### config.mk
export PLATFORM = sky130hd
export DESIGN_NAME = tdc_thermo_encoder
export DESIGN_NICKNAME = d
export VERILOG_FILES = /design/src/rtl/tdc_enc_pkg.sv /design/src/rtl/tdc_thermo_encoder_seg.sv /design/src/rtl/tdc_thermo_encoder.sv
export SDC_FILE = /design/constraint.sdc
export NUM_CORES = 2
export LEC_CHECK = 0
export ABC_AREA = 1
export BUFFER_PORTS_ARGS = -buffer_cell sky130_fd_sc_hd__buf_2
export CAP_MARGIN = 20
export CORE_ASPECT_RATIO = 0.6
export CORE_MARGIN = 1.5
export CORE_UTILIZATION = 61
export CTS_BUF_LIST = sky130_fd_sc_hd__clkbuf_16
export DETAILED_ROUTE_END_ITERATION = 16
export PLACE_DENSITY = 0.84
export SYNTH_ARGS = -nofsm -noshare
export SYNTH_HDL_FRONTEND = slang
export SYNTH_SLANG_ARGS = --single-unit
### constraint.sdc
create_clock -name i_clk -period 55.5 [get_ports i_clk]
set_input_delay 5.55 -clock i_clk [delete_from_list [all_inputs] [get_ports i_clk]]
set_output_delay 5.55 -clock i_clk [all_outputs]
set_load 0.02 [all_outputs]
### src/rtl/tdc_enc_pkg.sv
// -----------------------------------------------------------------------------
// tdc_enc_pkg
// Shared constants, the per-segment result record and small combinational
// helpers for the TDC thermometer encoder.
//
// Optional feature macro: TDC_BUBBLE_FILTER_EN. When it is defined, a 5-tap
// majority filter stage is added and LATENCY becomes 5.
//
// The segment result fields are sized from DEF_SEG_WIDTH. A SEG_WIDTH override
// on the top must therefore satisfy SEG_WIDTH <= 2**LOCAL_W.
// -----------------------------------------------------------------------------
package tdc_enc_pkg;

  localparam int DEF_NUM_TAPS  = 768;
  localparam int DEF_SEG_WIDTH = 48;
  localparam int DEF_OUT_WIDTH = 16;

  localparam int NUM_SEG   = DEF_NUM_TAPS / DEF_SEG_WIDTH;
  localparam int LOCAL_W   = $clog2(DEF_SEG_WIDTH);
  // One spare bit: a slice can hold SEG_WIDTH/4+1 edges, which fits easily.
  localparam int SEG_CNT_W = LOCAL_W + 1;

  localparam logic MODE_LAST  = 1'b0;
  localparam logic MODE_FIRST = 1'b1;

`ifdef TDC_BUBBLE_FILTER_EN
  localparam int LATENCY = 5;
`else
  localparam int LATENCY = 4;
`endif

  typedef struct packed {
    logic                 any;
    logic [LOCAL_W-1:0]   lo_idx;
    logic [LOCAL_W-1:0]   hi_idx;
    logic [SEG_CNT_W-1:0] cnt;
  } seg_result_t;

  // Clamp a tap index into the line, so the ends replicate the end taps.
  function automatic int clamp_tap(input int idx, input int num_taps);
    return (idx < 0) ? 0 : ((idx > num_taps - 1) ? num_taps - 1 : idx);
  endfunction

  // Majority vote of five bits: at least three ones.
  function automatic logic majority5(input logic [4:0] w);
    logic [2:0] ones;
    ones = 3'd0;
    for (int i = 0; i < 5; i++) begin
      ones = ones + {2'b00, w[i]};
    end
    return (ones >= 3'd3);
  endfunction

endpackage

### src/rtl/tdc_thermo_encoder_seg.sv
// -----------------------------------------------------------------------------
// tdc_seg_encoder
// Encodes one SEG_WIDTH slice of the edge vector into a registered record:
// the lowest and highest local edge index, an any flag and a local popcount.
//
// Ports:
//   i_clk   clock
//   i_rst   synchronous active-high reset
//   i_edges edge vector slice, bit 0 = lowest tap of the slice
//   o_res   registered segment result
// -----------------------------------------------------------------------------
module tdc_seg_encoder
  import tdc_enc_pkg::*;
#(
  parameter int SEG_WIDTH = DEF_SEG_WIDTH
) (
  input  logic                 i_clk,
  input  logic                 i_rst,
  input  logic [SEG_WIDTH-1:0] i_edges,
  output seg_result_t          o_res
);

  logic [LOCAL_W-1:0]   lo_s;
  logic [LOCAL_W-1:0]   hi_s;
  logic [SEG_CNT_W-1:0] cnt_s;
  logic                 any_s;

  // Priority scans: ascending scan leaves the highest set index, descending the lowest.
  always_comb begin
    lo_s  = '0;
    hi_s  = '0;
    cnt_s = '0;
    any_s = |i_edges;
    for (int k = 0; k < SEG_WIDTH; k++) begin
      hi_s  = i_edges[k] ? LOCAL_W'(k) : hi_s;
      cnt_s = cnt_s + SEG_CNT_W'(i_edges[k]);
    end
    for (int k = SEG_WIDTH - 1; k >= 0; k--) begin
      lo_s = i_edges[k] ? LOCAL_W'(k) : lo_s;
    end
  end

  // Segment result register (pipeline stage S3).
  always_ff @(posedge i_clk) begin
    if (i_rst) begin
      o_res <= '0;
    end else begin
      o_res.any    <= any_s;
      o_res.lo_idx <= lo_s;
      o_res.hi_idx <= hi_s;
      o_res.cnt    <= cnt_s;
    end
  end

endmodule

### src/rtl/tdc_thermo_encoder.sv
// -----------------------------------------------------------------------------
// tdc_thermo_encoder
// Converts one captured delay-line thermometer snapshot into the tap index of
// the first or last rising (0->1) edge, plus the total edge count. The design is
// fully pipelined at one sample per clock, with 4 cycles of latency (5 cycles
// when TDC_BUBBLE_FILTER_EN is defined).
//
// Optional feature macro: TDC_BUBBLE_FILTER_EN. It inserts a 5-tap majority
// filter stage between S1 and S2.
//
// Ports:
//   i_clk       clock
//   i_rst       synchronous active-high reset; drops all in-flight samples
//   i_valid     i_din/i_mode carry a new sample
//   i_mode      0 = highest-index edge, 1 = lowest-index edge
//   i_din       thermometer snapshot, tap 0 = start of line
//   o_valid     one-cycle pulse per accepted sample
//   o_pos       selected edge tap index (0 when no edge)
//   o_edge_cnt  number of edges found
//   o_no_edge   no edge found
//   o_multi     more than one edge found
// Data outputs hold their last value while o_valid is low.
// -----------------------------------------------------------------------------
module tdc_thermo_encoder
  import tdc_enc_pkg::*;
#(
  parameter int NUM_TAPS  = DEF_NUM_TAPS,
  parameter int SEG_WIDTH = DEF_SEG_WIDTH,
  parameter int OUT_WIDTH = DEF_OUT_WIDTH
) (
  input  logic                 i_clk,
  input  logic                 i_rst,
  input  logic                 i_valid,
  input  logic                 i_mode,
  input  logic [NUM_TAPS-1:0]  i_din,
  output logic                 o_valid,
  output logic [OUT_WIDTH-1:0] o_pos,
  output logic [OUT_WIDTH-1:0] o_edge_cnt,
  output logic                 o_no_edge,
  output logic                 o_multi
);

  localparam int N_SEG = NUM_TAPS / SEG_WIDTH;

  // ---------------------------------------------------------------- S1
  logic                s1_valid_r;
  logic                s1_mode_r;
  logic [NUM_TAPS-1:0] s1_din_r;

  // Capture the snapshot and its mode only when a sample is offered.
  always_ff @(posedge i_clk) begin
    if (i_rst) begin
      s1_valid_r <= 1'b0;
    end else begin
      s1_valid_r <= i_valid;
      if (i_valid) begin
        s1_din_r  <= i_din;
        s1_mode_r <= i_mode;
      end
    end
  end

  // ------------------------------------------------- optional filter F
  logic [NUM_TAPS-1:0] edge_src_s;
  logic                edge_src_valid_s;
  logic                edge_src_mode_s;

`ifdef TDC_BUBBLE_FILTER_EN
  logic [NUM_TAPS-1:0] flt_s;
  logic [NUM_TAPS-1:0] f_din_r;
  logic                f_valid_r;
  logic                f_mode_r;

  // 5-tap majority vote; off-line neighbours replicate the nearest end tap.
  always_comb begin
    flt_s = '0;
    for (int k = 0; k < NUM_TAPS; k++) begin
      flt_s[k] = majority5({s1_din_r[clamp_tap(k + 2, NUM_TAPS)],
                            s1_din_r[clamp_tap(k + 1, NUM_TAPS)],
                            s1_din_r[k],
                            s1_din_r[clamp_tap(k - 1, NUM_TAPS)],
                            s1_din_r[clamp_tap(k - 2, NUM_TAPS)]});
    end
  end

  // Filter stage register.
  always_ff @(posedge i_clk) begin
    if (i_rst) begin
      f_valid_r <= 1'b0;
    end else begin
      f_valid_r <= s1_valid_r;
      f_din_r   <= flt_s;
      f_mode_r  <= s1_mode_r;
    end
  end

  assign edge_src_s       = f_din_r;
  assign edge_src_valid_s = f_valid_r;
  assign edge_src_mode_s  = f_mode_r;
`else
  assign edge_src_s       = s1_din_r;
  assign edge_src_valid_s = s1_valid_r;
  assign edge_src_mode_s  = s1_mode_r;
`endif

  // ---------------------------------------------------------------- S2
  logic [NUM_TAPS-1:0] edge_vec_s;
  logic [NUM_TAPS-1:0] s2_edge_r;
  logic                s2_valid_r;
  logic                s2_mode_r;

  // Rising edge = two zeros then two ones. Taps 0 and 1 use shortened windows
  // anchored at the line start, and the last tap can never qualify.
  always_comb begin
    edge_vec_s    = '0;
    edge_vec_s[0] = ~edge_src_s[0] &  edge_src_s[1] & edge_src_s[2] & edge_src_s[3];
    edge_vec_s[1] = ~edge_src_s[0] & ~edge_src_s[1] & edge_src_s[2] & edge_src_s[3];
    for (int k = 2; k <= NUM_TAPS - 2; k++) begin
      edge_vec_s[k] = ~edge_src_s[k-2] & ~edge_src_s[k-1] & edge_src_s[k] & edge_src_s[k+1];
    end
    edge_vec_s[NUM_TAPS-1] = 1'b0;
  end

  // Edge vector register.
  always_ff @(posedge i_clk) begin
    if (i_rst) begin
      s2_valid_r <= 1'b0;
    end else begin
      s2_valid_r <= edge_src_valid_s;
      s2_edge_r  <= edge_vec_s;
      s2_mode_r  <= edge_src_mode_s;
    end
  end

  // ---------------------------------------------------------------- S3
  seg_result_t seg_res_s [N_SEG];
  logic        s3_valid_r;
  logic        s3_mode_r;

  for (genvar g = 0; g < N_SEG; g++) begin : g_seg
    tdc_seg_encoder #(
      .SEG_WIDTH (SEG_WIDTH)
    ) u_seg (
      .i_clk   (i_clk),
      .i_rst   (i_rst),
      .i_edges (s2_edge_r[g*SEG_WIDTH +: SEG_WIDTH]),
      .o_res   (seg_res_s[g])
    );
  end

  // Valid and mode run alongside the segment registers.
  always_ff @(posedge i_clk) begin
    if (i_rst) begin
      s3_valid_r <= 1'b0;
    end else begin
      s3_valid_r <= s2_valid_r;
      s3_mode_r  <= s2_mode_r;
    end
  end

  // ---------------------------------------------------------------- S4
  logic [OUT_WIDTH-1:0] sum_s;
  logic [OUT_WIDTH-1:0] last_pos_s;
  logic [OUT_WIDTH-1:0] first_pos_s;
  logic [OUT_WIDTH-1:0] sel_pos_s;
  logic                 any_s;

  // Cross-segment reduction. Ascending scan keeps the highest segment with an
  // edge, descending keeps the lowest. Both stay 0 when no segment has an edge.
  always_comb begin
    sum_s       = '0;
    last_pos_s  = '0;
    first_pos_s = '0;
    any_s       = 1'b0;
    for (int s = 0; s < N_SEG; s++) begin
      sum_s      = sum_s + OUT_WIDTH'(seg_res_s[s].cnt);
      any_s      = any_s | seg_res_s[s].any;
      last_pos_s = seg_res_s[s].any
                 ? OUT_WIDTH'(s * SEG_WIDTH) + OUT_WIDTH'(seg_res_s[s].hi_idx)
                 : last_pos_s;
    end
    for (int s = N_SEG - 1; s >= 0; s--) begin
      first_pos_s = seg_res_s[s].any
                  ? OUT_WIDTH'(s * SEG_WIDTH) + OUT_WIDTH'(seg_res_s[s].lo_idx)
                  : first_pos_s;
    end
    case (s3_mode_r)
      MODE_FIRST: sel_pos_s = first_pos_s;
      MODE_LAST:  sel_pos_s = last_pos_s;
      default:    sel_pos_s = last_pos_s;
    endcase
  end

  // Output register; data holds while no sample completes.
  always_ff @(posedge i_clk) begin
    if (i_rst) begin
      o_valid    <= 1'b0;
      o_pos      <= '0;
      o_edge_cnt <= '0;
      o_no_edge  <= 1'b0;
      o_multi    <= 1'b0;
    end else begin
      o_valid <= s3_valid_r;
      if (s3_valid_r) begin
        o_pos      <= sel_pos_s;
        o_edge_cnt <= sum_s;
        o_no_edge  <= ~any_s;
        o_multi    <= (sum_s > OUT_WIDTH'(1));
      end
    end
  end

endmodule

==> impl_results.html <==
<table>
<tr><th>Metric</th><th>Value</th></tr>
<tr><th colspan="2">Floorplan</th></tr>
<tr><td>Placeable core area</td><td>0.164 mm²</td></tr>
<tr><td>I/O pins</td><td>807</td></tr>
<tr><td>Die ar.</td><td>approximately 0.17 mm²</td></tr>
<tr><td>Die outline height</td><td>318 µm</td></tr>
<tr><td>Effective utilization at floorplan</td><td>between 60% and 70%</td></tr>
<tr><td>DIE WIDTH</td><td>529 µm</td></tr>
<tr><td>Num rows</td><td>115</td></tr>
<tr><th colspan="2">Clocking</th></tr>
<tr><td>TritonCTS sink count</td><td>1868</td></tr>
<tr><td>Insertion delay of the later-clocked pin in the worst-skew pair</td><td>0.84 ns</td></tr>
<tr><td>Number of buffers inserted by hold repair at cts</td><td>0</td></tr>
<tr><td>Buffers inserted during post-CTS setup optimization</td><td>0</td></tr>
<tr><td>Buffer type at the clock tree root</td><td>sky130_fd_sc_hd__clkbuf_16</td></tr>
<tr><td>Number of buffers inserted during clock tree synthesis</td><td>176</td></tr>
<tr><td>Resized cells post-CTS</td><td>0</td></tr>
<tr><td>H-Tree Depth</td><td>4</td></tr>
<tr><td>Clock tree from TritonCTS</td><td>done</td></tr>
<tr><td>Clk pin slew, worst setup/hold paths</td><td>0.07 ns</td></tr>
<tr><td>Max Buffers Root-to-Sink</td><td>4</td></tr>
<tr><th colspan="2">Run</th></tr>
<tr><td>Max Cap Violations</td><td>0</td></tr>
<tr><th colspan="2">Synthesis</th></tr>
<tr><td>Post-synth ARST share</td><td>0%</td></tr>
<tr><td>Synth unique cells</td><td>between 40 and 50</td></tr>
<tr><td>Synth Register Bits</td><td>1868</td></tr>
<tr><td>Number of enable flip-flop cells after synthesis</td><td>1537</td></tr>
<tr><td>Number of instances in the synthesized netlist</td><td>between 10000 and 15000</td></tr>
<tr><td>Largest area contributor in the synthesized netlist</td><td>sky130_fd_sc_hd__edfxtp_1</td></tr>
<tr><td>Share of synthesized area occupied by flip-flops and latches</td><td>between 50% and 60%</td></tr>
<tr><td>Portion of synthesized cell area occupied by the leading cell type</td><td>about 46%</td></tr>
<tr><td>Synthesized area per cell</td><td>10.1 µm²</td></tr>
<tr><td>Number of warnings printed during yosys synthesis</td><td>0</td></tr>
<tr><td>Top post-synthesis cells by area</td><td>sky130_fd_sc_hd__edfxtp_1 46%, sky130_fd_sc_hd__fa_1 14%, sky130_fd_sc_hd__inv_1 8.9%</td></tr>
<tr><td>Top_reg_cell synth</td><td>sky130_fd_sc_hd__edfxtp_1</td></tr>
<tr><td>Post-Syn Area</td><td>0.101 mm²</td></tr>
<tr><th colspan="2">Cells and area</th></tr>
<tr><td>Finished Cell Area</td><td>0.114 mm²</td></tr>
<tr><td>Nets@finish</td><td>between 10000 and 15000</td></tr>
<tr><td>Layout Area Growth over Synthesis</td><td>12.5%</td></tr>
<tr><td>Layout cell share with drive strength beyond 1</td><td>11.5%</td></tr>
<tr><td>Non-filler cells in the finished layout</td><td>roughly 13000</td></tr>
<tr><th colspan="2">Power and ir drop</th></tr>
<tr><td>Cell Pwr Density</td><td>55.9 mW/mm²</td></tr>
<tr><td>IR Drop Worst-Case VDD</td><td>0.345 mV</td></tr>
<tr><td>Leakage Power</td><td>0.0532 µW</td></tr>
<tr><th colspan="2">Timing</th></tr>
<tr><td>Slew of the pin with the lowest slew margin</td><td>1.18 ns</td></tr>
<tr><td>Total count of max-transition violations in the final report</td><td>0</td></tr>
<tr><td>Final hold violations</td><td>0</td></tr>
<tr><td>Maximum clock skew at final layout</td><td>roughly 0.06 ns</td></tr>
<tr><td>RSZ-0062 raised after global routing</td><td>no</td></tr>
<tr><td>Post-route clock period utilization</td><td>14.8%</td></tr>
<tr><td>Worst-case setup margin in the final layout</td><td>~47 ns</td></tr>
<tr><td>Worst slew margin relative to its limit</td><td>between 20% and 30%</td></tr>
<tr><td># setup viols final</td><td>0</td></tr>
<tr><td>Final-layout worst hold slack</td><td>approximately 0.43 ns</td></tr>
<tr><td>Fmax</td><td>roughly 120 MHz</td></tr>
<tr><td>Minimum clock period after layout</td><td>8.23 ns</td></tr>
<tr><td>Total negative setup slack</td><td>0 ns</td></tr>
<tr><th colspan="2">Detailed routing</th></tr>
<tr><td>Detailed-route vias per instance</td><td>5.49</td></tr>
<tr><td>Via count</td><td>between 70000 and 80000</td></tr>
<tr><td>1st-iter DRT viols</td><td>8174</td></tr>
<tr><td>Remaining antenna violation count</td><td>0</td></tr>
<tr><td># DRC</td><td>0</td></tr>
<tr><td>Router iterations before antenna repair</td><td>8</td></tr>
<tr><td>Final routed wire length divided by cell count</td><td>around 20 µm</td></tr>
<tr><td>Final wirelength</td><td>275000 µm</td></tr>
<tr><th colspan="2">Critical path</th></tr>
<tr><td>Crit path required time</td><td>56.25 ns</td></tr>
<tr><td>Worst setup EP type</td><td>flop</td></tr>
<tr><td>Launch point of the worst reg-to-reg path</td><td>s2_edge_r[145]</td></tr>
<tr><td>Reg-to-reg setup timing slack</td><td>49.39 ns</td></tr>
<tr><td>Number of cells on the worst reg-to-reg path</td><td>20</td></tr>
<tr><td>CP Launch Type</td><td>input pin</td></tr>
<tr><td>Crit Path Class</td><td>input pin to flop</td></tr>
<tr><td>Capture instance of the worst register-to-register path</td><td>g_seg[3].u_seg.o_res[4]</td></tr>
<tr><td>Largest driver fanout on the critical path</td><td>180</td></tr>
<tr><td>Arrival @ worst endpoint</td><td>8.98 ns</td></tr>
<tr><th colspan="2">Worst hold path</th></tr>
<tr><td>Depth of the worst hold-timing path</td><td>2</td></tr>
<tr><td>Hold Crit Start</td><td>s2_valid_r</td></tr>
<tr><td>Worst Hold Class</td><td>flop to flop</td></tr>
<tr><td>Hold worst-path end</td><td>s3_valid_r</td></tr>
<tr><th colspan="2">Placement</th></tr>
<tr><td># port buffers</td><td>795</td></tr>
<tr><td>Worst slack, placed</td><td>about 46 ns</td></tr>
<tr><td>Placed cell count</td><td>13020</td></tr>
<tr><td>Half-perimeter wire length of the detailed placement result</td><td>218000 µm</td></tr>
<tr><td>Area of placed instances</td><td>between 0.1 and 0.15 mm²</td></tr>
<tr><td>Routability-driven placement congestion ratio</td><td>just over 1</td></tr>
<tr><th colspan="2">Global route</th></tr>
<tr><td>Global-route wire length before repair</td><td>418000 µm</td></tr>
<tr><td>Vias in the first global route</td><td>72941</td></tr>
<tr><td>Total global routing overflow</td><td>0</td></tr>
<tr><td>Initial antenna violation count</td><td>15</td></tr>
<tr><td>Global-route usage over all layers</td><td>32.8%</td></tr>
<tr><td>Largest net degree at the start of global routing</td><td>181</td></tr>
<tr><th colspan="2">Status</th></tr>
<tr><td>Status</td><td>finished clean</td></tr>
</table>
==> metrics by stage <==
step / total power [µW] / util, %
6_report: 6360 / 69.3
5_1_grt: 6810 / 69.3
4_1_cts: 6370 / 69.2
3_5_place_dp: 5120 / 65.7
3_3_place_gp: 4970 / 65.7
2_1_floorplan: 3920 / -
==> Yosys cell counts, types with 2 or more instances <==
library cell and instances:
sky130_fd_sc_hd__a221o_1 3, sky130_fd_sc_hd__o21a_1 7, sky130_fd_sc_hd__o21ai_1 52, sky130_fd_sc_hd__edfxtp_1 1537, sky130_fd_sc_hd__o21bai_1 2, sky130_fd_sc_hd__buf_1 4, sky130_fd_sc_hd__ha_1 196, sky130_fd_sc_hd__dfxtp_1 331
sky130_fd_sc_hd__a21oi_1 314, sky130_fd_sc_hd__o22ai_1 2, sky130_fd_sc_hd__clkbuf_1 54, sky130_fd_sc_hd__bufinv_8 62, sky130_fd_sc_hd__o21ai_0 215, sky130_fd_sc_hd__o31ai_1 34, sky130_fd_sc_hd__nand4_1 9, sky130_fd_sc_hd__inv_1 2398
sky130_fd_sc_hd__a21oi_2 7, sky130_fd_sc_hd__a311oi_1 2, sky130_fd_sc_hd__nor3_1 65, sky130_fd_sc_hd__buf_4 11, sky130_fd_sc_hd__a41oi_1 8, sky130_fd_sc_hd__a31o_2 8, sky130_fd_sc_hd__nor4_1 778, sky130_fd_sc_hd__nor2_1 728
sky130_fd_sc_hd__a31oi_1 42, sky130_fd_sc_hd__a211oi_1 5, sky130_fd_sc_hd__a32o_1 2, sky130_fd_sc_hd__nand3_1 25, sky130_fd_sc_hd__fa_1 702, sky130_fd_sc_hd__o311ai_1 2, sky130_fd_sc_hd__xor2_1 6, sky130_fd_sc_hd__a22oi_1 16
sky130_fd_sc_hd__or2_2 2, sky130_fd_sc_hd__a221oi_1 14, sky130_fd_sc_hd__nand2_1 2243, sky130_fd_sc_hd__o221ai_1 3, sky130_fd_sc_hd__o211ai_1 27, sky130_fd_sc_hd__o2111ai_1 6, sky130_fd_sc_hd__inv_2 105, sky130_fd_sc_hd__o311ai_0 2
==> sequential cells by signal (all words and copies together) (netlist names) <==
name / cells
edge_src_mode_s: 1
edge_src_s: 768
edge_src_valid_s: 1
g_seg.u_seg.o_res: 304
o_edge_cnt: 11
o_multi: 1
o_no_edge: 1
o_pos: 10
o_valid: 1
s2_edge_r: 766
s2_mode_r: 1
s2_valid_r: 1
s3_mode_r: 1
s3_valid_r: 1
==> layer usage <==
metal  GRT usage, %  share of wire (%)  vias to the layer above
li1               -                  -                    34161
met1           47.8                 42                    35003
met2           48.8                 43                     3585
met3           6.95                 10                      542
met4           12.2                4.1                       16
met5              0              0.042                        -
==> power by group <==
group          total, µW  switching (µW)  internal, µW
logic               3370            2140          1240
registers           1740            99.7          1640
clock network       1250             543           702
total               6360            2780          3580
==> cells in the final DEF (no fill, tap or decap), types with 11 or more instances in the layout <==
master,n
sky130_fd_sc_hd__conb_1,11
sky130_fd_sc_hd__clkinv_1,24
sky130_fd_sc_hd__fa_1,702
sky130_fd_sc_hd__inv_6,12
sky130_fd_sc_hd__bufinv_16,23
sky130_fd_sc_hd__o31ai_1,34
sky130_fd_sc_hd__dfxtp_1,331
sky130_fd_sc_hd__ha_1,196
sky130_fd_sc_hd__inv_2,109
sky130_fd_sc_hd__nand3_1,25
sky130_fd_sc_hd__buf_2,794
sky130_fd_sc_hd__a221oi_1,14
sky130_fd_sc_hd__a22oi_1,16
sky130_fd_sc_hd__clkinv_2,27
sky130_fd_sc_hd__o21ai_0,215
sky130_fd_sc_hd__bufinv_8,62
sky130_fd_sc_hd__nand2_1,2243
sky130_fd_sc_hd__edfxtp_1,1537
sky130_fd_sc_hd__o211ai_1,27
sky130_fd_sc_hd__nor2_1,727
sky130_fd_sc_hd__nor4_1,778
sky130_fd_sc_hd__o21ai_1,52
sky130_fd_sc_hd__buf_4,23
sky130_fd_sc_hd__a21oi_1,314
sky130_fd_sc_hd__inv_1,2419
sky130_fd_sc_hd__nor3_1,65
sky130_fd_sc_hd__a31oi_1,42
sky130_fd_sc_hd__clkbuf_16,180
==> logic make-up (layout without fill, tap and decap cells) <==
| logic type | after synthesis | count (layout) | synth area share, % |
|---|---|---|---|
| xor+xnor | 7 | 7 | 0.0607 |
| compound gates | 776 | 776 | 4.35 |
| flops | 1868 | 1868 | 52.2 |
| fa+ha+maj | 898 | 898 | 16.3 |
| other cells | 1 | 15 | 0.00371 |
| simple gates | 3851 | 3851 | 16.4 |
| buf+inv | 2635 | 3703 | 10.7 |
==> how the worst max path moves through the flow <==
stage	from	endpoint	slack (ns)	cells after the start
finish	i_rst	g_seg[5].u_seg.o_res[3]	47.27	7
global route	i_rst	o_pos[7]	47.16	7
detailed placement	i_rst	s2_edge_r[694]	46.08	5
CTS	i_rst	s2_edge_r[700]	46.94	5
global placement	i_rst	s2_edge_r[694]	46.23	5
floorplan	i_rst	edge_src_mode_s	15.40	5
==> critical path: stages <==
cell,delay [ns]
sky130_fd_sc_hd__buf_8,0.21
sky130_fd_sc_hd__buf_4,0.36
sky130_fd_sc_hd__inv_8,0.35
sky130_fd_sc_hd__buf_12,0.61
sky130_fd_sc_hd__buf_4,0.98
sky130_fd_sc_hd__o21ai_0,0.29
sky130_fd_sc_hd__a21oi_1,0.20
==> area by class of cell <==
cell class              count  area [µm²]
flip-flops and latches   1868       52800
fillers                 11872       50400
multi-input cells        5543       37600
inverters                2566       10500
clock buffers             180        4500
repair buffers            822        4260
well taps                2223        2780
clock inverters           135        1360
diodes                      4        10.0
No activity file was read; power rests on OpenSTA's default activity.
